--- config.mk ---
export PLATFORM = sky130hd
export DESIGN_NAME = mc_ctrl
export DESIGN_NICKNAME = d
export VERILOG_FILES = /design/src/rtl/mc_ctrl_pkg.sv /design/src/rtl/mc_decode.sv /design/src/rtl/mc_ctrl.sv
export SDC_FILE = /design/constraint.sdc
export NUM_CORES = 1
export LEC_CHECK = 0
export ABC_CLOCK_PERIOD_IN_PS = 1800
export BUFFER_PORTS_ARGS = -buffer_cell sky130_fd_sc_hd__buf_2
export CORE_MARGIN = 3
export CORE_UTILIZATION = 47
export DETAILED_ROUTE_END_ITERATION = 10
export PLACE_DENSITY = 0.76
export SYNTH_ARGS = -nofsm -noshare
export SYNTH_HDL_FRONTEND = slang
export SYNTH_SLANG_ARGS = --single-unit
export TNS_END_PERCENT = 20
--- constraint.sdc ---
create_clock -name clk -period 1.8 [get_ports clk]
set_input_delay 0.18 -clock clk [delete_from_list [all_inputs] [get_ports clk]]
set_output_delay 0.18 -clock clk [all_outputs]
set_load 0.05 [all_outputs]
--- src/rtl/mc_ctrl_pkg.sv ---
// Shared encodings for the multi-cycle controller: opcodes, function codes,
// FSM states, datapath control encodings and the decoded instruction class.
package mc_ctrl_pkg;

    // Opcodes
    localparam logic [5:0] OP_RTYPE = 6'b000000;
    localparam logic [5:0] OP_ORI   = 6'b001101;
    localparam logic [5:0] OP_ADDIU = 6'b001001;
    localparam logic [5:0] OP_LUI   = 6'b001111;
    localparam logic [5:0] OP_LW    = 6'b100011;
    localparam logic [5:0] OP_SW    = 6'b101011;
    localparam logic [5:0] OP_BEQ   = 6'b000100;
    localparam logic [5:0] OP_J     = 6'b000010;

    // R-type function codes
    localparam logic [5:0] FN_ADD = 6'b100000;
    localparam logic [5:0] FN_SUB = 6'b100010;
    localparam logic [5:0] FN_AND = 6'b100100;
    localparam logic [5:0] FN_OR  = 6'b100101;
    localparam logic [5:0] FN_SLT = 6'b101010;

    // FSM states; the numeric values are visible on the debug state port
    typedef enum logic [2:0] {
        ST_FETCH  = 3'd0,
        ST_DECODE = 3'd1,
        ST_EXEC   = 3'd2,
        ST_MEM    = 3'd3,
        ST_WB     = 3'd4,
        ST_HALT   = 3'd7
    } state_t;

    // ALU operation select
    localparam logic [2:0] ALU_ADD = 3'b000;
    localparam logic [2:0] ALU_SUB = 3'b001;
    localparam logic [2:0] ALU_AND = 3'b010;
    localparam logic [2:0] ALU_OR  = 3'b011;
    localparam logic [2:0] ALU_SLT = 3'b100;

    // Immediate extension
    localparam logic [1:0] EXT_ZERO  = 2'b00;
    localparam logic [1:0] EXT_SIGN  = 2'b01;
    localparam logic [1:0] EXT_UPPER = 2'b10;

    // Register write-back source
    localparam logic [1:0] M2R_ALU   = 2'b00;
    localparam logic [1:0] M2R_DOUT  = 2'b01;
    localparam logic [1:0] M2R_EXIMM = 2'b10;

    // Next-PC select
    localparam logic [1:0] NPC_SEQ    = 2'b00;
    localparam logic [1:0] NPC_BRANCH = 2'b01;
    localparam logic [1:0] NPC_JUMP   = 2'b10;

    // Instruction class, drives the FSM path taken after DECODE
    typedef enum logic [2:0] {
        CLS_ALU = 3'd0,
        CLS_LW  = 3'd1,
        CLS_SW  = 3'd2,
        CLS_BEQ = 3'd3,
        CLS_J   = 3'd4,
        CLS_ILL = 3'd5
    } iclass_t;

endpackage

--- src/rtl/mc_decode.sv ---
// Combinational instruction decoder: classifies op/func and produces the
// static datapath controls that stay constant for the whole instruction.
module mc_decode
    import mc_ctrl_pkg::*;
(
    input  logic [5:0] op,
    input  logic [5:0] func,
    output iclass_t    iclass,
    output logic       legal,
    output logic       alusrc,
    output logic       regdst,
    output logic [1:0] extop,
    output logic [1:0] memtoreg,
    output logic [2:0] aluctr
);

    // Opcode/function decode; anything not listed falls through as illegal
    always_comb begin
        iclass   = CLS_ILL;
        legal    = 1'b0;
        alusrc   = 1'b0;
        regdst   = 1'b0;
        extop    = EXT_ZERO;
        memtoreg = M2R_ALU;
        aluctr   = ALU_ADD;
        case (op)
            OP_RTYPE: begin
                iclass = CLS_ALU;
                legal  = 1'b1;
                regdst = 1'b1;
                case (func)
                    FN_ADD:  aluctr = ALU_ADD;
                    FN_SUB:  aluctr = ALU_SUB;
                    FN_AND:  aluctr = ALU_AND;
                    FN_OR:   aluctr = ALU_OR;
                    FN_SLT:  aluctr = ALU_SLT;
                    default: begin
                        iclass = CLS_ILL;
                        legal  = 1'b0;
                        regdst = 1'b0;
                    end
                endcase
            end
            OP_ORI: begin
                iclass = CLS_ALU;
                legal  = 1'b1;
                alusrc = 1'b1;
                extop  = EXT_ZERO;
                aluctr = ALU_OR;
            end
            OP_ADDIU: begin
                iclass = CLS_ALU;
                legal  = 1'b1;
                alusrc = 1'b1;
                extop  = EXT_SIGN;
                aluctr = ALU_ADD;
            end
            OP_LUI: begin
                iclass   = CLS_ALU;
                legal    = 1'b1;
                alusrc   = 1'b1;
                extop    = EXT_UPPER;
                memtoreg = M2R_EXIMM;
            end
            OP_LW: begin
                iclass   = CLS_LW;
                legal    = 1'b1;
                alusrc   = 1'b1;
                extop    = EXT_SIGN;
                memtoreg = M2R_DOUT;
            end
            OP_SW: begin
                iclass = CLS_SW;
                legal  = 1'b1;
                alusrc = 1'b1;
                extop  = EXT_SIGN;
            end
            OP_BEQ: begin
                iclass = CLS_BEQ;
                legal  = 1'b1;
                extop  = EXT_SIGN;
                aluctr = ALU_SUB;
            end
            OP_J: begin
                iclass = CLS_J;
                legal  = 1'b1;
            end
            default: ;
        endcase
    end

endmodule

--- src/rtl/mc_ctrl.sv ---
// Multi-cycle sequencing controller. Steps each instruction through
// FETCH/DECODE/EXEC/MEM/WB, gates PC/RF/DM writes per state, waits on a
// DM handshake with timeout, counts retired instructions and halts on
// illegal instructions or memory timeouts.
module mc_ctrl
    import mc_ctrl_pkg::*;
#(
    parameter int MEM_TIMEOUT = 15,
    parameter int CNT_W       = 32
) (
    input  logic             clk,
    input  logic             clr,
    input  logic             run,
    input  logic [5:0]       op,
    input  logic [5:0]       func,
    input  logic             zero,
    input  logic             mem_ack,
    output logic             pc_we,
    output logic             ir_we,
    output logic             RegWrite,
    output logic             ALUsrc,
    output logic             RegDst,
    output logic             MemWrite,
    output logic [1:0]       MemToReg,
    output logic [1:0]       npcctrol,
    output logic [1:0]       ExtOp,
    output logic [2:0]       ALUctr,
    output logic             mem_req,
    output logic [2:0]       state,
    output logic             halt,
    output logic             err,
    output logic [CNT_W-1:0] instr_cnt
);

    localparam int WAIT_W = $clog2(MEM_TIMEOUT + 1);

    state_t              state_reg;
    logic                halt_reg;
    logic                err_reg;
    logic [WAIT_W-1:0]   wait_reg;
    logic [CNT_W-1:0]    cnt_reg;

    iclass_t             dec_class;
    logic                dec_legal;
    logic                dec_alusrc;
    logic                dec_regdst;
    logic [1:0]          dec_extop;
    logic [1:0]          dec_memtoreg;
    logic [2:0]          dec_aluctr;
    logic                in_flight;

    mc_decode u_decode (
        .op       (op),
        .func     (func),
        .iclass   (dec_class),
        .legal    (dec_legal),
        .alusrc   (dec_alusrc),
        .regdst   (dec_regdst),
        .extop    (dec_extop),
        .memtoreg (dec_memtoreg),
        .aluctr   (dec_aluctr)
    );

    assign in_flight = (state_reg == ST_DECODE) || (state_reg == ST_EXEC) ||
                       (state_reg == ST_MEM)    || (state_reg == ST_WB);

    // Per-state strobes and held static controls; everything is 0 while clr is low
    always_comb begin
        pc_we    = 1'b0;
        ir_we    = 1'b0;
        RegWrite = 1'b0;
        MemWrite = 1'b0;
        mem_req  = 1'b0;
        npcctrol = NPC_SEQ;
        ALUsrc   = 1'b0;
        RegDst   = 1'b0;
        ExtOp    = EXT_ZERO;
        ALUctr   = ALU_ADD;
        MemToReg = M2R_ALU;
        if (clr) begin
            case (state_reg)
                ST_FETCH:  ir_we = run;
                ST_DECODE: begin
                    if (dec_legal && (dec_class == CLS_J)) begin
                        pc_we    = 1'b1;
                        npcctrol = NPC_JUMP;
                    end
                end
                ST_EXEC: begin
                    if (dec_class == CLS_BEQ) begin
                        pc_we    = 1'b1;
                        npcctrol = zero ? NPC_BRANCH : NPC_SEQ;
                    end
                end
                ST_MEM: begin
                    mem_req  = 1'b1;
                    MemWrite = (dec_class == CLS_SW);
                    if (mem_ack && (dec_class == CLS_SW)) begin
                        pc_we = 1'b1;
                    end
                end
                ST_WB: begin
                    RegWrite = 1'b1;
                    pc_we    = 1'b1;
                end
                default: ;
            endcase
            if (in_flight) begin
                ALUsrc   = dec_alusrc;
                RegDst   = dec_regdst;
                ExtOp    = dec_extop;
                ALUctr   = dec_aluctr;
                MemToReg = dec_memtoreg;
            end
        end
    end

    // Sequencer, memory wait counter, sticky halt/err and retire counter
    always_ff @(posedge clk or negedge clr) begin
        if (!clr) begin
            state_reg <= ST_FETCH;
            halt_reg  <= 1'b0;
            err_reg   <= 1'b0;
            wait_reg  <= '0;
            cnt_reg   <= '0;
        end else begin
            case (state_reg)
                ST_FETCH: begin
                    if (run) state_reg <= ST_DECODE;
                end
                ST_DECODE: begin
                    if (!dec_legal) begin
                        state_reg <= ST_HALT;
                        halt_reg  <= 1'b1;
                    end else if (dec_class == CLS_J) begin
                        state_reg <= ST_FETCH;
                    end else begin
                        state_reg <= ST_EXEC;
                    end
                end
                ST_EXEC: begin
                    if (dec_class == CLS_BEQ) begin
                        state_reg <= ST_FETCH;
                    end else if ((dec_class == CLS_LW) || (dec_class == CLS_SW)) begin
                        state_reg <= ST_MEM;
                        wait_reg  <= '0;
                    end else begin
                        state_reg <= ST_WB;
                    end
                end
                ST_MEM: begin
                    // An acknowledge on the final allowed cycle still completes the access
                    if (mem_ack) begin
                        state_reg <= (dec_class == CLS_LW) ? ST_WB : ST_FETCH;
                    end else if (wait_reg == WAIT_W'(MEM_TIMEOUT - 1)) begin
                        state_reg <= ST_HALT;
                        halt_reg  <= 1'b1;
                        err_reg   <= 1'b1;
                    end else begin
                        wait_reg <= wait_reg + WAIT_W'(1);
                    end
                end
                ST_WB:   state_reg <= ST_FETCH;
                ST_HALT: state_reg <= ST_HALT;
                default: begin
                    state_reg <= ST_HALT;
                    halt_reg  <= 1'b1;
                end
            endcase
            if (pc_we) begin
                cnt_reg <= cnt_reg + CNT_W'(1);
            end
        end
    end

    assign state     = state_reg;
    assign halt      = halt_reg;
    assign err       = err_reg;
    assign instr_cnt = cnt_reg;

endmodule

==> results.ini, run 1 <==
[outcome]
status=finished with violations
violations=negative setup slack

[timing]
clock_skew_ns=0.00997
final_max_slew_viol_count=0
fin_crit_sh_pct=113
hold_viol=0
worst_slew_pin_slew_ns=0.458
setup_violations=45
fin_ws_ns=-0.227
rsz0062_at_grt=true
relSlewSlack_pct=69.4
finalSetupTns_ns=-4.64
fmax_mhz=493
post-route-min-period_ns=2.03

[critical_path]
arrival_ns=2.21
required_ns=1.98
start_kind=flip-flop
regToRegSetupSlack_ns=-0.23
worstSetupPathType=reg -> reg
cp_max_fo=8
cp-startpoint=state[2]
r2r-end=instr_cnt[18]
r2r-start=state[2]
cp-end-kind=flip-flop
r2r_cells=6

[die]
dieArea_sq_mm=0.00628
io_pins=70
fp.dieH_um=79.2
num_rows=26
coreArea_sq_mm=0.00514
die-width_um=79.2
start_util_pct=49.1

[yosys]
syn_area_sq_mm=0.00252
ys_seq_elements=41
yosys.area.top_type=dfrtp_1
yosysTopAreaCellShare_pct=40.7
yosys-top-cells-area=dfrtp_1, xnor2_1, xor2_1, nand4_1, nor3_1
yosysWarningCount=0
synth.avg_cell_area_sq_um=9.73
yosysSeqAreaShare_pct=40.7
synth_edf_count=0
synthArstFlopShare_pct=100
yosys_most_used_dff=dfrtp_1
synth_nets=279
synth_cell_types=48
netlist_instances=259

[power]
peakVddDrop_v=0.000467
p_leak_nw=2.01
power.density_mw_per_mm2=438

[final_layout]
fill_cells=338
area_delta_synth_final_pct=60.0
largest_reg_flops=32
drive_gt1_share_pct=51.6
nets=405
final_area_sq_mm=0.00403
seqCellArea_sq_mm=0.00103
num_antenna_cells=0
final_cells=456
utilization_pct=78.5
multi_input_area_sq_mm=0.00178

[route]
routed_wirelength_um=8030
first_iter_violations=122
wl_per_cell_um=17.6
route.detailed.drc=0
num_vias=2603
via_per_inst=5.71
final_antenna_net_count=0
firstDrtPassIters=4

[clocking]
cts_root_buffer=clkbuf_8
cts_tree=done
cts.htree.levels=2
cts_sinks=41
clkLatencyLatePin_ns=0.30
clockBufferDepth=2
cts-buffers-inserted=5
clk_pin_slew_worst_paths_ns=0.09

[place]
place_ws_ns=-0.396
dpl.hpwl_um=5110
placed_area_sq_mm=0.00337
place_inst=434
place.port_buffers=69
place.gp.congestion=0.944

[global_routing]
grt_max_degree=34
grt_pass1_wl_um=12400
grt_pass1_vias=2597
grt-ovfl-total=0
track_usage_pct=25.0
antenna_found_initial=0

[flow_run]
max_cap_violations=0

[hold_path]
hold_class=in -> async

placed cells by master, fill, tap and decap left out, types with 4 or more instances in the layout:
master    instances
nand3_1          11
clkbuf_8          7
nor3_1            8
or3_4             4
nand2_1          20
xor2_1           16
dfrtp_1          38
buf_6            27
nand4_1          18
nor4_4            9
inv_1             8
buf_2            51
buf_4            50
nor3_2            4
nor2_1           11
nand4b_1          5
xnor2_1          17
nor3_4            6
cells in the mapped netlist (all sizes together) (2+ instances only):
cell type and n:
and4 2, nand4 18, inv 9, dfrtp 41, buf 13, nand3 12
nand2 22, nor3 18, xor2 16, a21oi 4, a31oi 3, ha 3
or4 2, nor4 10, nand3b 3, nand4bb 2, nor4b 5, and3 3
nor2 16, xnor2 18, nand2b 2, or3 4, o21ai 4, and2 2
a211oi 3, or2 2, o22a 2, mux2 2, nand4b 5, o311ai 2
what timing repair did:
| item | CTS | global route |
|---|---|---|
| resized for setup | 66 | 33 |
| endpoints found under the setup margin | 46 | 54 |
| hold buffers | 1 | 0 |
| hold endpoints to repair | 8 | 0 |
| gates cloned | 1 | 0 |
| pin swaps | 22 | 25 |
| buffers inserted | 9 | 4 |
kinds of logic after synthesis:
kind of cell / Yosys count / synth area share (%)
flip-flops: 41 / 40.7
multiplexers: 3 / 1.29
adder cells (fa/ha/maj): 3 / 1.49
XOR/XNOR: 34 / 11.8
AND/OR/NAND/NOR: 132 / 30.6
buffers and inverters: 22 / 5.21
AO/OA/AOI/OAI: 24 / 8.93
worst max-delay path, cell delays in order (launching register included):
cell and delay, ns:
dfrtp_2 0.42, nand4b_1 0.31, nor4b_4 0.36, a211oi_4 0.15, buf_6 0.18, or3_4 0.35
xnor2_2 0.14
report_power, final:
group	internal [mW]	switching, mW
clock	0.354	0.341
combinational	0.0589	0.0912
sequential	0.921	0.000549
total	1.33	0.432
layout make-up:
| class | instances | area share, % |
|---|---|---|
| Multi-Input combinational cell | 196 | 44.2 |
| Sequential cell | 41 | 25.5 |
| Timing Repair Buffer | 132 | 24.7 |
| Clock buffer | 7 | 2.39 |
| Tap cell | 70 | 2.17 |
| Inverter | 9 | 0.837 |
| Clock inverter | 1 | 0.217 |
metrics by stage:
step	hold slack, ns	power, mW
after detailed placement	0.228	1.08
after global placement	0.232	1.07
after floorplan	-0.116	1.01
after global routing	0.230	1.85
after CTS	0.206	1.76
final	0.199	1.77
how the worst max path moves through the flow:
stage,end,slack (ns),depth (start not counted)
2_1_floorplan,instr_cnt[7],-0.77,8
3_3_place_gp,ALUctr[0],-0.37,7
3_5_place_dp,ALUctr[0],-0.40,7
4_1_cts,ALUctr[1],-0.20,7
5_1_grt,instr_cnt[22],-0.31,7
6_report,instr_cnt[18],-0.23,6
per-layer routing:
layer,global-route usage (%),wire (um)
met2,44.4,4200
met4,8.08,202
met3,4.42,415
met1,30.7,3210
met5,0,0
No activity file was read; power rests on OpenSTA's default activity.
==> inputs of run 2 (changes only) <==
--- a/config.mk
+++ b/config.mk
@@ -8,9 +8,8 @@
 export ABC_CLOCK_PERIOD_IN_PS = 1800
 export BUFFER_PORTS_ARGS = -buffer_cell sky130_fd_sc_hd__buf_2
 export CORE_MARGIN = 3
-export CORE_UTILIZATION = 47
+export CORE_UTILIZATION = 33
 export DETAILED_ROUTE_END_ITERATION = 10
-export PLACE_DENSITY = 0.76
 export SYNTH_ARGS = -nofsm -noshare
 export SYNTH_HDL_FRONTEND = slang
 export SYNTH_SLANG_ARGS = --single-unit
==> results.ini, run 2 (same netlist as run 1, synthesis figures left out) <==
[clocking]
cts_tree=done
clockBufferDepth=2
cts.htree.levels=2
clk_pin_slew_worst_paths_ns=0.08
clkLatencyLatePin_ns=0.30
cts_root_buffer=clkbuf_8
cts-buffers-inserted=5
cts_sinks=41

[timing]
finalSetupTns_ns=-4.34
relSlewSlack_pct=64.6
fmax_mhz=476
fin_crit_sh_pct=117
hold_viol=21
worst_slew_pin_slew_ns=0.529
fin_ws_ns=-0.303
whs_ns=-0.00898
final_max_slew_viol_count=0
clock_skew_ns=0.00994
post-route-min-period_ns=2.10
setup_violations=41
rsz0062_at_grt=true

[final_layout]
drive_gt1_share_pct=50.9
largest_reg_flops=32
final_common_cell=buf_2
area_delta_synth_final_pct=63.1
num_antenna_cells=0
nets=412
final_cell_mix=buf_2, buf_4, dfrtp_1

[global_routing]
grt_max_degree=38
track_usage_pct=17.6
antenna_found_initial=0
grt-ovfl-total=0
grt_pass1_vias=2483
grt_pass1_wl_um=12400

[power]
total_power_mw=1.95
power.density_mw_per_mm2=474
peakVddDrop_v=0.000443
p_leak_nw=2.01

[route]
route.detailed.drc=0
first_iter_violations=89
wl_per_cell_um=16.1
via_per_inst=5.16
final_antenna_net_count=0
routed_wirelength_um=7920
num_vias=2541
firstDrtPassIters=5

[critical_path]
worstSetupPathType=in -> out
r2r_cells=6
start_kind=input pin
cp_max_fo=3
required_ns=1.62
r2r-end=instr_cnt[18]
arrival_ns=1.92
regToRegSetupSlack_ns=-0.16
r2r-start=state[2]
cp-end-kind=output port

[die]
dieArea_sq_mm=0.00872
io_pins=70
coreArea_sq_mm=0.00733
die-width_um=93.4
fp.dieH_um=93.4
num_rows=31
start_util_pct=34.4

[outcome]
status=finished with violations
violations=negative hold slack, negative setup slack

[place]
place.gp.congestion=0.789
dpl.hpwl_um=5310
place.port_buffers=69

[hold_path]
hold_class=in -> async

[flow_run]
max_cap_violations=0

[run 2: worst max-delay path, stage by stage]
cell and delay [ns]:
buf_6 0.09, or4_4 0.53, or4_4 0.54, a211o_1 0.30, nor2_2 0.11, buf_6 0.17
[run 2: worst max-delay path by stage]
| stage | startpoint | end | slack (ns) | depth (start not counted) |
|---|---|---|---|---|
| 2_1_floorplan | state[0] | instr_cnt[7] | -0.77 | 8 |
| 3_3_place_gp | op[0] | RegDst | -0.38 | 6 |
| 3_5_place_dp | op[0] | ALUctr[0] | -0.40 | 7 |
| 4_1_cts | op[0] | ALUctr[0] | -0.27 | 7 |
| 5_1_grt | op[0] | ALUctr[0] | -0.35 | 7 |
| 6_report | op[0] | RegDst | -0.30 | 6 |
[run 2: repair_timing]
| action | in CTS | in global routing |
|---|---|---|
| hold buffers | 1 | 0 |
| resized for setup | 55 | 36 |
| pin swaps | 17 | 33 |
| buffers inserted | 10 | 6 |
| setup endpoints to repair | 46 | 53 |
| cloned | 1 | 1 |
| endpoints found under the hold margin | 4 | 0 |
[run 2: report_power, final]
group | switching [mW] | internal (mW)
Sequential | 0.000521 | 0.921
Clock | 0.331 | 0.551
Combinational | 0.0902 | 0.0535
Total | 0.422 | 1.53
[run 2: stage by stage]
stage | hold slack (ns) | instances | area, sq um | setup WS [ns] | utilization (%)
after floorplan | -0.116 | 259 | 2670 | -0.771 | -
after global placement | 0.267 | 466 | 3420 | -0.382 | 46.6
after detailed placement | 0.266 | 466 | 3420 | -0.402 | 46.6
after CTS | 0.0167 | 486 | 3870 | -0.271 | 52.8
after global routing | 0.0272 | 492 | 4110 | -0.346 | 56.1
final | -0.00898 | 492 | 4110 | -0.303 | 56.1
[run 2: layout make-up]
| type | count | area (sq um) |
|---|---|---|
| Fill cell | 631 | 3220 |
| Multi-Input combinational cell | 197 | 1720 |
| Timing Repair Buffer | 138 | 1070 |
| Sequential cell | 41 | 1030 |
| Tap cell | 99 | 124 |
| Clock buffer | 5 | 68.8 |
| Clock inverter | 3 | 65.1 |
| Inverter | 9 | 33.8 |
[run 2: routing by layer]
metal	GRT usage, %	up-vias	wire length [um]
li1	-	1211	-
met1	24.7	1242	3520
met2	28.1	79	3930
met3	2.82	9	390
met4	4.88	0	78
met5	0	-	0
